[src/rtl/calc_pkg.sv]
// Shared definitions for the circuit-solver display stages.
//   - state_e       : display FSM state encoding
//   - FP_*          : IEEE-754 single field positions and exponent bias
//   - MV_MAX / MV_W : saturated millivolt limit and its binary width
//   - BCD_W         : width of the 6-digit BCD result
//   - bcd_add3      : double-dabble correction applied before each shift
package calc_pkg;

    typedef enum logic [2:0] {
        StIdle  = 3'd0,
        StCheck = 3'd1,
        StRead  = 3'd2,
        StConv  = 3'd3,
        StScale = 3'd4,
        StBcd   = 3'd5,
        StShow  = 3'd6
    } state_e;

    localparam int unsigned FP_SIGN   = 31;
    localparam int unsigned FP_EXP_HI = 30;
    localparam int unsigned FP_EXP_LO = 23;
    localparam int unsigned FP_MAN_HI = 22;
    localparam int unsigned FP_MAN_LO = 0;
    localparam int unsigned FP_MAN_W  = 23;
    localparam int          FP_BIAS   = 127;

    localparam logic [7:0] FP_EXP_SPECIAL = 8'hFF;

    localparam int unsigned MV_W  = 20;
    localparam int unsigned BCD_W = 24;

    localparam logic [MV_W-1:0] MV_MAX = 20'd999999;

    // Add 3 to every digit that is 5 or more so the following left shift carries correctly.
    function automatic logic [BCD_W-1:0] bcd_add3(input logic [BCD_W-1:0] v);
        logic [BCD_W-1:0] r;
        r = v;
        for (int i = 0; i < BCD_W / 4; i++) begin
            if (v[4*i +: 4] >= 4'd5) begin
                r[4*i +: 4] = v[4*i +: 4] + 4'd3;
            end
        end
        return r;
    endfunction

endpackage

[src/rtl/bin_to_bcd_seq.sv]
// Sequential double-dabble converter, one bit per clock.
//   clk            in  system clock
//   program_resetn in  asynchronous active-low reset
//   start          in  1-cycle pulse; samples bin and performs the first shift
//   bin            in  MV_W-bit binary value (at most 999999)
//   done           out high in the cycle whose closing edge writes the last digit
//   bcd            out BCD_W-bit result, digit 0 in the LSB nibble
// The load edge already performs the first of MV_W shifts, so bcd is final in the cycle
// after done, exactly MV_W cycles after the start cycle.
module bin_to_bcd_seq
    import calc_pkg::*;
(
    input  logic             clk,
    input  logic             program_resetn,
    input  logic             start,
    input  logic [MV_W-1:0]  bin,
    output logic             done,
    output logic [BCD_W-1:0] bcd
);

    logic [MV_W-1:0]  bin_q, bin_d;
    logic [BCD_W-1:0] bcd_q, bcd_d;
    logic [4:0]       cnt_q, cnt_d;
    logic [BCD_W-1:0] adj;
    logic             unused_adj_msb;

    assign adj = bcd_add3(bcd_q);
    // The top bit after correction is shifted out; it is always 0 for inputs <= 999999.
    assign unused_adj_msb = adj[BCD_W-1];

    always_comb begin
        bin_d = bin_q;
        bcd_d = bcd_q;
        cnt_d = cnt_q;
        if (start) begin
            bin_d = bin << 1;
            bcd_d = {{(BCD_W-1){1'b0}}, bin[MV_W-1]};
            cnt_d = 5'(MV_W - 1);
        end else if (cnt_q != 5'd0) begin
            bin_d = bin_q << 1;
            bcd_d = {adj[BCD_W-2:0], bin_q[MV_W-1]};
            cnt_d = cnt_q - 5'd1;
        end
    end

    always_ff @(posedge clk or negedge program_resetn) begin
        if (!program_resetn) begin
            bin_q <= '0;
            bcd_q <= '0;
            cnt_q <= '0;
        end else begin
            bin_q <= bin_d;
            bcd_q <= bcd_d;
            cnt_q <= cnt_d;
        end
    end

    assign done = (cnt_q == 5'd1);
    assign bcd  = bcd_q;

endmodule

[src/rtl/display_voltage.sv]
// Stage 9 of the circuit solver: shows one solved node voltage on the HEX displays.
// Reads a float from the nodeVoltage RAM, converts it to truncated millivolts, then to
// six BCD digits, and re-converts whenever the selected node changes or refresh pulses.
//   clk               in  system clock
//   program_resetn    in  asynchronous active-low reset
//   start_process     in  level, sampled only while idle
//   end_process       out set on the first display update, held until reset
//   node_select       in  node to display
//   refresh           in  1-cycle pulse: re-read the current node
//   numNodes          in  number of valid nodes
//   nodeVoltage_addr  out RAM read address
//   nodeVoltage_data  out RAM write data, tied 0
//   nodeVoltage_wren  out RAM write enable, tied 0
//   nodeVoltage_out   in  RAM read data (IEEE-754 single)
//   bcd_digits        out millivolt magnitude, digit 0 in the LSB nibble, all F = blank
//   sign_neg          out voltage is negative and displays as non-zero
//   overflow          out |V| > 999.999 V, Inf or NaN (digits show 999999)
//   out_of_range      out latched node >= numNodes
//   valid             out display outputs reflect the latched node
module display_voltage
    import calc_pkg::*;
#(
    parameter int unsigned RAM_LATENCY = 2,
    parameter int unsigned NODE_W      = 5,
    parameter int unsigned FRAC_BITS   = 16,
    parameter int unsigned DIGITS      = 6
) (
    input  logic                  clk,
    input  logic                  program_resetn,
    input  logic                  start_process,
    output logic                  end_process,
    input  logic [NODE_W-1:0]     node_select,
    input  logic                  refresh,
    input  logic [NODE_W-1:0]     numNodes,
    output logic [NODE_W-1:0]     nodeVoltage_addr,
    output logic [31:0]           nodeVoltage_data,
    output logic                  nodeVoltage_wren,
    input  logic [31:0]           nodeVoltage_out,
    output logic [4*DIGITS-1:0]   bcd_digits,
    output logic                  sign_neg,
    output logic                  overflow,
    output logic                  out_of_range,
    output logic                  valid
);

    // Left shift that turns the 24-bit significand into a Q(32-FRAC_BITS).FRAC_BITS value.
    localparam logic signed [9:0] SH_OFS  = 10'(int'(FRAC_BITS) - int'(FP_MAN_W));
    localparam logic signed [9:0] EXP_LIM = 10'(32 - int'(FRAC_BITS));
    localparam logic signed [9:0] BIAS_S  = 10'(FP_BIAS);
    // Smallest product whose integer part exceeds MV_MAX.
    localparam logic [41:0] PROD_LIM = (42'(MV_MAX) + 42'd1) << FRAC_BITS;

    state_e              state_q, state_d;
    logic [NODE_W-1:0]   idx_q, idx_d;
    logic [NODE_W-1:0]   addr_q, addr_d;
    logic [3:0]          cnt_q, cnt_d;
    logic [31:0]         data_q, data_d;
    logic [31:0]         mag_q, mag_d;
    logic                ovf_q, ovf_d;
    logic                oor_q, oor_d;
    logic                mv_nz_q, mv_nz_d;

    logic [4*DIGITS-1:0] digits_q, digits_d;
    logic                sign_q, sign_d;
    logic                overflow_q, overflow_d;
    logic                out_of_range_q, out_of_range_d;
    logic                valid_q, valid_d;
    logic                end_q, end_d;

    logic                in_range;

    // Float to unsigned fixed-point magnitude, truncating toward zero.
    logic [7:0]          exp_f;
    logic [23:0]         man_f;
    logic signed [9:0]   exp_unb;
    logic signed [9:0]   shamt;
    logic signed [9:0]   rsh;
    logic [31:0]         conv_mag;
    logic                conv_ovf;

    // Millivolt scaling: mag * 1000 as shift-and-subtract, fraction dropped.
    logic [41:0]         mag_ext;
    logic [41:0]         prod;
    logic                mv_big;
    logic [MV_W-1:0]     mv_raw;
    logic [MV_W-1:0]     mv_sat;

    logic                bcd_start;
    logic                bcd_done;
    logic [BCD_W-1:0]    bcd_out;

    assign in_range = (idx_q < numNodes);

    assign exp_f   = data_q[FP_EXP_HI:FP_EXP_LO];
    assign man_f   = {1'b1, data_q[FP_MAN_HI:FP_MAN_LO]};
    assign exp_unb = $signed({2'b00, exp_f}) - BIAS_S;
    assign shamt   = exp_unb + SH_OFS;
    assign rsh     = -shamt;

    always_comb begin
        conv_mag = '0;
        conv_ovf = 1'b0;
        if (exp_f == 8'd0) begin
            // Zero and denormals are far below 1 mV.
            conv_mag = '0;
        end else if ((exp_f == FP_EXP_SPECIAL) || (exp_unb >= EXP_LIM)) begin
            conv_ovf = 1'b1;
        end else if (shamt >= 10'sd0) begin
            conv_mag = {8'd0, man_f} << shamt[3:0];
        end else if (rsh < 10'sd24) begin
            conv_mag = {8'd0, man_f} >> rsh[4:0];
        end
    end

    assign mag_ext = {10'd0, mag_q};
    assign prod    = (mag_ext << 10) - (mag_ext << 4) - (mag_ext << 3);
    assign mv_big  = (prod >= PROD_LIM);
    assign mv_raw  = prod[FRAC_BITS +: MV_W];
    assign mv_sat  = (mv_big || ovf_q) ? MV_MAX : mv_raw;

    always_comb begin
        state_d        = state_q;
        idx_d          = idx_q;
        addr_d         = addr_q;
        cnt_d          = cnt_q;
        data_d         = data_q;
        mag_d          = mag_q;
        ovf_d          = ovf_q;
        oor_d          = oor_q;
        mv_nz_d        = mv_nz_q;
        digits_d       = digits_q;
        sign_d         = sign_q;
        overflow_d     = overflow_q;
        out_of_range_d = out_of_range_q;
        valid_d        = valid_q;
        end_d          = end_q;
        bcd_start      = 1'b0;

        case (state_q)
            StIdle: begin
                if (start_process) begin
                    idx_d   = node_select;
                    state_d = StCheck;
                end
            end
            StCheck: begin
                if (!in_range) begin
                    oor_d   = 1'b1;
                    state_d = StShow;
                end else begin
                    oor_d   = 1'b0;
                    addr_d  = idx_q;
                    cnt_d   = 4'(RAM_LATENCY - 1);
                    state_d = StRead;
                end
            end
            StRead: begin
                if (cnt_q == 4'd0) begin
                    data_d  = nodeVoltage_out;
                    state_d = StConv;
                end else begin
                    cnt_d = cnt_q - 4'd1;
                end
            end
            StConv: begin
                mag_d   = conv_mag;
                ovf_d   = conv_ovf;
                state_d = StScale;
            end
            StScale: begin
                bcd_start = 1'b1;
                ovf_d     = ovf_q | mv_big;
                mv_nz_d   = (mv_sat != '0);
                state_d   = StBcd;
            end
            StBcd: begin
                if (bcd_done) begin
                    state_d = StShow;
                end
            end
            StShow: begin
                if (!valid_q) begin
                    // First SHOW cycle: the converter result is final, publish it.
                    if (oor_q) begin
                        digits_d       = '1;
                        sign_d         = 1'b0;
                        overflow_d     = 1'b0;
                        out_of_range_d = 1'b1;
                    end else begin
                        digits_d       = bcd_out;
                        sign_d         = data_q[FP_SIGN] & mv_nz_q;
                        overflow_d     = ovf_q;
                        out_of_range_d = 1'b0;
                    end
                    valid_d = 1'b1;
                    end_d   = 1'b1;
                end else if ((node_select != idx_q) || refresh) begin
                    valid_d = 1'b0;
                    idx_d   = node_select;
                    state_d = StCheck;
                end
            end
            default: begin
                state_d = StIdle;
            end
        endcase
    end

    always_ff @(posedge clk or negedge program_resetn) begin
        if (!program_resetn) begin
            state_q        <= StIdle;
            idx_q          <= '0;
            addr_q         <= '0;
            cnt_q          <= '0;
            data_q         <= '0;
            mag_q          <= '0;
            ovf_q          <= 1'b0;
            oor_q          <= 1'b0;
            mv_nz_q        <= 1'b0;
            digits_q       <= '0;
            sign_q         <= 1'b0;
            overflow_q     <= 1'b0;
            out_of_range_q <= 1'b0;
            valid_q        <= 1'b0;
            end_q          <= 1'b0;
        end else begin
            state_q        <= state_d;
            idx_q          <= idx_d;
            addr_q         <= addr_d;
            cnt_q          <= cnt_d;
            data_q         <= data_d;
            mag_q          <= mag_d;
            ovf_q          <= ovf_d;
            oor_q          <= oor_d;
            mv_nz_q        <= mv_nz_d;
            digits_q       <= digits_d;
            sign_q         <= sign_d;
            overflow_q     <= overflow_d;
            out_of_range_q <= out_of_range_d;
            valid_q        <= valid_d;
            end_q          <= end_d;
        end
    end

    bin_to_bcd_seq u_bcd (
        .clk            (clk),
        .program_resetn (program_resetn),
        .start          (bcd_start),
        .bin            (mv_sat),
        .done           (bcd_done),
        .bcd            (bcd_out)
    );

    // The address is presented during CHECK so the registered RAM has its full latency
    // before READ captures; an out-of-range node leaves the address untouched.
    assign nodeVoltage_addr = ((state_q == StCheck) && in_range) ? idx_q : addr_q;
    assign nodeVoltage_data = '0;
    assign nodeVoltage_wren = 1'b0;

    assign bcd_digits   = digits_q;
    assign sign_neg     = sign_q;
    assign overflow     = overflow_q;
    assign out_of_range = out_of_range_q;
    assign valid        = valid_q;
    assign end_process  = end_q;

endmodule

[config.mk]
export PLATFORM = sky130hd
export DESIGN_NAME = display_voltage
export DESIGN_NICKNAME = d
export VERILOG_FILES = /design/src/rtl/calc_pkg.sv /design/src/rtl/bin_to_bcd_seq.sv /design/src/rtl/display_voltage.sv
export SDC_FILE = /design/constraint.sdc
export NUM_CORES = 1
export LEC_CHECK = 0
export CAP_MARGIN = 20
export CORE_MARGIN = 2
export CORE_UTILIZATION = 52
export CTS_BUF_LIST = sky130_fd_sc_hd__clkbuf_4 sky130_fd_sc_hd__clkbuf_8
export DETAILED_ROUTE_END_ITERATION = 16
export PLACE_DENSITY_LB_ADDON = 0.12
export SLEW_MARGIN = 10
export SYNTH_ARGS = -nofsm -noshare
export SYNTH_HDL_FRONTEND = slang
export SYNTH_SLANG_ARGS = --single-unit
[constraint.sdc]
create_clock -name clk -period 5.1 [get_ports clk]
set_input_delay 0.765 -clock clk [delete_from_list [all_inputs] [get_ports clk]]
set_output_delay 0.765 -clock clk [all_outputs]
set_load 0.05 [all_outputs]
* Word-level counts from Yosys, hierarchy flattened
Cells that the tools add are included.
** Operators by class
- Add/subtract/negate cells :: 13
- $mul :: 0
- Div/mod/pow operators :: 0
- $lt $le $gt $ge :: 11
- Eq/ne operators :: 16
- Shift operators :: 2
- Muxes and demuxes :: 43
- Bitwise logic cells :: 3
- Reduce and logical (&&, ||, !) cells :: 19
** Operators with widths (count)
- 32-bit two-way mux :: 4
- 24-bit two-way mux :: 3
- 20-bit two-way mux :: 3
- 42-bit by 36-bit >= comparator with 1-bit output (second input constant) :: 1
- 42-bit by 35-bit subtractor with 42-bit output :: 1
- 42-bit by 36-bit subtractor with 42-bit output :: 1
- 24-bit by 4-bit left shift with 32-bit output :: 1
- 24-bit by 5-bit right shift with 32-bit output :: 1
- 5-bit two-way mux :: 6
- 4-bit two-way mux :: 7
- 4-bit by 3-bit >= comparator with 1-bit output (second input constant) :: 6
- 3-bit two-way mux :: 7
- 3-bit one-hot mux with 7 select lines :: 1
- 4-bit by 2-bit adder with 4-bit output (second input constant) :: 5
- 20-bit nonzero test :: 1
- 2-bit inequality test (second input constant) :: 7
- 9-bit by 4-bit adder with 10-bit output (second input constant) :: 1
- 10-bit by 1-bit >= comparator with 1-bit output (second input constant) :: 1
- 10-bit by 6-bit less-than comparator with 1-bit output (second input constant) :: 1
- 10-bit negator :: 1
- 5-bit one-hot mux with 2 select lines :: 1
- 3-bit equality test (second input constant) :: 3
- 9-bit by 6-bit >= comparator with 1-bit output (second input constant) :: 1
- 1-bit two-way mux :: 9
- other kinds (26) :: 34
** Word-level totals
- Bits in registers :: 162
- Latch bits :: 0
- Memory bits (writable) :: 0
- Bits in read-only memories :: 0
- Bits of input ports :: 46
- Output and inout bits :: 67
- Logic and storage cells :: 125
- Memories :: 0

* Longest topological paths before layout
Gate-level depths: netlist (run 1).
- Depth in word-level cells :: 8
- Gate-level depth with buffers :: 15
- Depth with buffers taken out :: 13

* Modules after synthesis
A second synthesis (run 1) with hierarchy kept.
** Unflattened totals
- Cells, all modules :: 1631
- Area total of the unflattened synthesis :: 13391.6 sq um
** Modules (own cells, without submodules)
- display_voltage :: times used 1, cells each 1328, area an instance 10605.2 sq um, seq. area each 2827.7 sq um
- bin_to_bcd_seq :: times used 1, cells each 303, area an instance 2786.4 sq um, seq. area each 1201.2 sq um

* Worst setup path after synthesis (run 1)
Ideal clock, no wire load.
- Kind :: register -> register
- From :: reg mag_q[27]
- To :: reg u_bcd.bin_q[10]
- Library setup time :: 0.088 ns
- Arrival :: 3.619 ns
- Data required time :: 5.012 ns
- Setup slack :: 1.392 ns
- Stages on the path, launching flop included :: 16
- Path buffers :: 3
- Clock period less this slack :: 3.708 ns
- Cells stage by stage :: dfrtp_1 -> clkbuf_1 -> inv_1 -> fa_1 -> ha_1 -> buf_2 -> a21oi_1 -> nand2_1 -> a221oi_1 -> a21boi_2 -> a21oi_1 -> mux2_2 -> o21ai_0 -> nor2_2 -> buf_6 -> a41oi_1
** On the way
- Longest elaborated chain between the ends :: 6
** RTL lines
- start, declared :: RTL line display_voltage.sv:58 : logic [31:0] mag_q, mag_d;
- start signal, assigned :: RTL line display_voltage.sv:232 : mag_q <= mag_d;
- 42-bit by 36-bit subtractor with 42-bit output :: RTL line display_voltage.sv:116 : assign prod = (mag_ext << 10) - (mag_ext << 4) - (mag_ext << 3);
- 42-bit by 35-bit subtractor with 42-bit output (*) :: RTL line display_voltage.sv:116
- 42-bit by 36-bit >= comparator with 1-bit output (*) :: RTL line display_voltage.sv:117 : assign mv_big = (prod >= PROD_LIM);
- 1-bit logical OR (*) :: RTL line display_voltage.sv:119 : assign mv_sat = (mv_big || ovf_q) ? MV_MAX : mv_raw;
- 20-bit two-way mux (*) :: RTL line display_voltage.sv:119
- 20-bit two-way mux (*) :: RTL line bin_to_bcd_seq.sv:35 : if (start) begin
- end signal, assigned :: RTL line bin_to_bcd_seq.sv:52 : bin_q <= bin_d;
- end, declared :: RTL line bin_to_bcd_seq.sv:21 : logic [MV_W-1:0] bin_q, bin_d;
Every way passes the cells marked *; elsewhere a longest branch is shown, timed or not.
A chain may end at the register's enable or synchronous reset.

* Worst setup path after layout (run 1)
- From :: reg mag_q[16]
- To :: reg mv_nz_q
** On the way
- Longest elaborated chain between the ends :: 6
** RTL lines
- 42-bit by 36-bit subtractor with 42-bit output :: RTL line display_voltage.sv:116
- 42-bit by 35-bit subtractor with 42-bit output (*) :: RTL line display_voltage.sv:116
- 42-bit by 36-bit >= comparator with 1-bit output :: RTL line display_voltage.sv:117
- 1-bit logical OR :: RTL line display_voltage.sv:119
- 20-bit two-way mux (*) :: RTL line display_voltage.sv:119
- 20-bit nonzero test (*) :: RTL line display_voltage.sv:173 : mv_nz_d = (mv_sat != '0);
- end signal, assigned :: RTL line display_voltage.sv:235 : mv_nz_q <= mv_nz_d;
- end, declared :: RTL line display_voltage.sv:61 : logic mv_nz_q, mv_nz_d;
Marked as above.

==> results of run 1 <==
-- through the flow --
stage	area, µm²	std cells	hold WS (ps)
after global routing	14400	1970	418
after CTS	14400	1970	384
after floorplan	13300	1638	466
after global placement	14100	1939	453
final	14400	1970	344
after detailed placement	14100	1939	462
-- flip-flops by register name (all words and copies together) (netlist names), 3 cells and up --
signal / cells
u_bcd.bcd: 24
cnt_q: 4
u_bcd.cnt_q: 5
data_q: 32
idx_q: 5
mag_q: 32
addr_q: 5
u_bcd.bin_q: 19
state_q: 3
bcd_digits: 24
-- cells in the mapped netlist, types with 25 or more instances --
library cell  count
nand3_1          34
nand2_1         191
xnor2_1          30
clkbuf_1         73
a21oi_1         159
nand2b_1         34
dfrtp_1         161
nor3_1           34
ha_1             73
inv_1            64
mux2_2           43
o21ai_0         120
fa_1             25
buf_4            37
nor2_1          144
mux2i_1          32
-- critical path, delay by kind of cell, from the launching register on --
kind                     cells  cell delay (ps)
AO/OA/AOI/OAI                4             1050
XOR/XNOR                     1              130
adder cells (fa/ha/maj)      2              900
buffers and inverters        2              380
flip-flops                   1              470
AND/OR/NAND/NOR              3             1200
-- layout by cell type, fill, tap and decap left out, types with 7 or more instances in the layout --
master           synthesis  final
nand2_1                191    191
dfrtp_1                161    160
a21oi_1                159    159
nor2_1                 144    143
o21ai_0                120    120
clkdlybuf4s50_1          0     78
ha_1                    73     72
inv_1                   64     64
mux2_2                  43     43
nand2b_1                34     34
nand3_1                 34     34
nor3_1                  34     33
conb_1                   1     33
mux2i_1                 32     32
xnor2_1                 30     29
fa_1                    25     25
nor2b_1                 24     24
a21o_1                  23     23
xor2_1                  23     22
buf_4                   37     22
a31oi_1                 21     21
and3_1                  21     21
a211oi_1                20     20
clkbuf_8                 0     19
o211ai_1                16     16
nor4_1                  12     12
nand4_1                 12     12
a22oi_1                 12     12
and2_1                  10     10
o21a_1                   9      9
o221ai_1                 9      9
or3_1                    8      8
o31ai_1                  7      7
-- logic make-up (layout without fill, tap and decap cells) --
kind of cell             after synthesis  count (layout)  share of synthesized area [%]
AND/OR/NAND/NOR                      551             551                           19.7
AO/OA/AOI/OAI                        470             470                           22.3
buffers and inverters                194             196                           6.80
flip-flops                           161             161                           30.5
adder cells (fa/ha/maj)               99              99                           10.8
multiplexers                          76              76                           6.18
XOR/XNOR                              54              54                           3.64
other                                  1              33                         0.0284
-- metal layers --
metal	wire, µm	vias to the layer above	GRT usage, %
met5	0	-	0
met1	15400	5553	36.2
met3	1870	48	4.47
met4	547	0	5.91
met2	16000	314	42.9
li1	-	5698	-
-- area by class of cell --
type | instances | area (µm²)
fillers | 2360 | 10600
multi-input cells | 1283 | 8430
flip-flops and latches | 161 | 4030
repair buffers | 101 | 957
well taps | 330 | 413
clock buffers | 19 | 262
inverters | 64 | 240
clock inverters | 12 | 110
-- how the worst max path moves through the flow --
| stage | from | to | slack, ps |
|---|---|---|---|
| after floorplan | mag_q[27] | u_bcd.bin_q[10] | 1390 |
| after global placement | numNodes[1] | nodeVoltage_addr[3] | 890 |
| after detailed placement | numNodes[1] | nodeVoltage_addr[2] | 840 |
| after CTS | numNodes[1] | nodeVoltage_addr[3] | 820 |
| after global routing | mag_q[13] | u_bcd.bin_q[2] | 520 |
| final | mag_q[16] | mv_nz_q | 810 |
==> impl_metrics.tcl, run 1 <==
set metrics [dict create \
    r2r_slack_ps 810 \
    avgSynthCellArea_um2 8.22 \
    grt_overflow 0 \
    crit_slowest_cell "nor4_1" \
    coreArea_um2 25000 \
    max_cap_violations 0 \
    finalCritPeriodShare_pct 84.2 \
    post-cts-setup-buffers 0 \
    clkLatencyLatePin_ps 490 \
    period_needed_ps 4290 \
    cts_tree "built" \
    critPathCaptureType "flop" \
    status "complete, no violations" \
    cts-buffers-inserted 17 \
    final_nets 1772 \
    synth_cell_types 85 \
    die_height_um 163 \
    ys_seq_area_share_pct 30.5 \
    synth-seq-cells 161 \
    start_util_pct 52.7 \
    finalWeightedCongestion 0.945 \
    synth_top_area_share_pct 30.5 \
    wirelength_mm 33.8 \
    root_buffer "clkbuf_8" \
    r2r_start "mag_q[16]" \
    path_class "flop to flop" \
    dp.final_hpwl_mm 25.3 \
    dr.pass1.iters 5 \
    detailedPlace.worstSlack_ps 836 \
    path_clk_slew_ps 110 \
    rows 58 \
    setup_ws_ps 805 \
    cp_cell_sequence "inv_1 -> fa_1 -> ha_1 -> a21oi_2 -> o21ai_0 -> nor4_1 -> o221a_2 -> xnor2_1 -> nand4_2 -> nor2_2 -> buf_4 -> a41oi_1" \
    synth_cells 1606 \
    grt_usage_pct 26.2 \
    crit_path_max_fanout 18 \
    ioPinCount 113 \
    fin_setup_tns_ps 0 \
    grt_pass1_wl_mm 56.2 \
    drv_slew 0 \
    rsz0062_at_grt "false" \
    hold_class "primary input to async pin" \
    avgRoutedWirePerCell_um 17.2 \
    hold_buffers 0 \
    dieArea_um2 26700 \
    antennaDiodeCount 0 \
    first_iter_violations 1024 \
    crit_path_max_incr_delay_ps 860 \
    yosys_most_used_dff "dfrtp_1" \
    synthArstFlopShare_pct 100 \
    cts-htree-levels 4 \
    clk_path_buf_depth 2 \
    yosys.area.top_type "dfrtp_1" \
    vias 11613 \
    cts.sinks 161 \
    crit_required_ps 5420 \
    drt.antenna.violating_nets 0 \
    regToRegEndpoint "mv_nz_q" \
    hold_violations 0 \
    vias_per_cell 5.89 \
    yosysWarnings 0 \
    io_buffers 79 \
    netlist_area_um2 13200 \
    r2r_cells 12 \
    max_slew_margin_pct 30.3 \
    fp.dieW_um 163 \
    drive_gt1_share_pct 7.74 \
    setup_viol 0 \
    grt_pass1_vias 10859 \
    max_freq_mhz 233 \
    grt_max_degree 95 \
    ctsResizeCount 0 \
    postLayoutCoreUtil_pct 57.7 \
    remaining_drc_errors 0 \
    syn_to_final_growth_pct 9.35 \
    synth_enable_flop_cells 0 \
    cp-start-kind "flop" \
    cp.arrival_ps 4610 \
    skew_ps 25.0 \
    tightest_slew_ps 1040 \
    antenna_found_initial 0 \
    yosys-top-cells-area "dfrtp_1 31%, ha_1 6.9%, a21oi_1 6.0%, nand2_1 5.4%, o21ai_0 4.5%" \
]
Power of run 1 is left out: the tool's default activity adds up to more than one toggle a clock period on the data nets, which glitch-free logic cannot reach.
==> inputs of run 2 (changes only) <==
- clock period: 5.1 -> 4.1 ns (I/O delays scaled with it)
==> impl_metrics.tcl, run 2 (synthesis gave the netlist of run 1 again) <==
set metrics [dict create \
    status "complete, no violations" \
    fp.dieW_um 163 \
    crit_path_max_incr_delay_ps 650 \
    setup_viol 0 \
    cp.arrival_ps 4360 \
    avgRoutedWirePerCell_um 17.4 \
    hold_buffers 0 \
    remaining_drc_errors 0 \
    grt_pass1_vias 11003 \
    grt_usage_pct 26.6 \
    final_nets 1809 \
    crit_required_ps 4470 \
    vias_per_cell 5.85 \
    cts-htree-levels 4 \
    vias 11747 \
    detailedPlace.worstSlack_ps 104 \
    dr.pass1.iters 5 \
    clk_path_buf_depth 2 \
    use_met1_pct 37.3 \
    grt_max_degree 87 \
    io_buffers 79 \
    max_freq_mhz 251 \
    ioPinCount 113 \
    cts_tree "built" \
    clkLatencyLatePin_ps 480 \
    critPathBufInv 3 \
    top_regs "data_q (32), mag_q (32)" \
    dieArea_um2 26700 \
    coreArea_um2 25000 \
    drive_gt1_share_pct 10.9 \
    crit_path_max_fanout 8 \
    skew_ps 22.7 \
    grt_pass1_wl_mm 57.1 \
    dp.final_hpwl_mm 26.3 \
    busiest_layer "met2" \
    max_slew_margin_pct 22.6 \
    nFillCells 2298 \
    critPathCaptureType "flop" \
    start_util_pct 52.7 \
    layout.cells.non_filler 2008 \
    final_common_cell "nand2_1" \
    use_met3_pct 3.10 \
    drv_slew 0 \
    setup_ws_ps 112 \
    drt.antenna.violating_nets 0 \
    layout_common_cells "191 x nand2_1, 159 x dfrtp_1, 158 x a21oi_1" \
    path_class "flop to flop" \
    finalCritPeriodShare_pct 97.3 \
    max_cap_violations 0 \
    tightest_slew_ps 1150 \
    first_iter_violations 898 \
    cpMostUsedCell "buf_4" \
    path_delay_family "compound AO/OA/AOI/OAI gates" \
    cts.sinks 161 \
    cp_cell_sequence "inv_1 -> fa_1 -> ha_1 -> nand3_1 -> nor3_1 -> o2111a_1 -> nor4_1 -> buf_4 -> xor2_1 -> a31oi_1 -> o211ai_4 -> buf_4 -> a41o_1" \
    hold_violations 0 \
    hold_class "primary input to async pin" \
    antenna_found_initial 0 \
    cts-buffers-inserted 17 \
    rows 58 \
    finalWeightedCongestion 0.922 \
    cp-start-kind "flop" \
    period_needed_ps 3990 \
    grt_overflow 0 \
    wirelength_mm 34.9 \
    syn_to_final_growth_pct 12.7 \
    antennaDiodeCount 0 \
    met2_usage_pct 43.2 \
    root_buffer "clkbuf_8" \
    path_clk_slew_ps 100 \
    die_height_um 163 \
    dpl.cell_count 1972 \
    crit_slowest_cell "nor4_1" \
    rsz0062_at_grt "true" \
]
==> run 2: worst register-to-register path, cell delays in order (launching register included) <==
cell and delay, ps:
dfrtp_1 440, inv_1 110, fa_1 470, ha_1 430, nand3_1 190, nor3_1 80
o2111a_1 190, nor4_1 650, buf_4 240, xor2_1 70, a31oi_1 490, o211ai_4 110
buf_4 180, a41o_1 240
==> run 2: worst paths after layout <==
check                                 end  slack [ps]  depth (start not counted)           start
min in group clk              end_process         500                          1     end_process
max                        u_bcd.bin_q[9]         110                         13       mag_q[18]
max reg2reg                u_bcd.bin_q[9]         110                         13       mag_q[18]
min reg2reg                   end_process         500                          1     end_process
max in group asynchronous  u_bcd.bin_q[3]        3020                          2  program_resetn
min                             addr_q[0]         170                          1  program_resetn
==> run 2: through the flow <==
step           hold slack [ps]  utilization (%)  setup TNS (ps)  area, µm²
6_report                   169             59.4               0      14900
2_1_floorplan              319                -               0      13300
3_5_place_dp               486             57.5               0      14400
5_1_grt                    245             59.4            -198      14900
4_1_cts                    206             59.0               0      14800
3_3_place_gp               456             57.5               0      14400
==> run 2: timing repair <==
action                     4_1_cts  5_1_grt
buffers inserted                 0        3
setup endpoints to repair        0       22
gates resized for setup          0       19
==> run 2: cell type report <==
type | instances | area (µm²) | area share (%)
clock buffers | 19 | 255 | 1.72
clock inverters | 13 | 120 | 0.807
well taps | 330 | 413 | 2.78
repair buffers | 137 | 1300 | 8.76
multi-input cells | 1284 | 8510 | 57.2
flip-flops and latches | 161 | 4030 | 27.1
inverters | 64 | 240 | 1.61
==> run 2: layer usage <==
metal	part of all wire, %	vias to the layer above
li1	-	5768
met2	46	301
met1	47	5630
met3	4.6	48
met5	0	-
met4	2.2	0
Power of run 2 is left out for the same reason.
==> inputs of run 3 (changes only) <==
- SKIP_LAST_GASP: default -> 1
==> results of run 3 <==
Final layout, timing and power as in run 2 (identical DEF).
Power of run 3 is left out for the same reason.
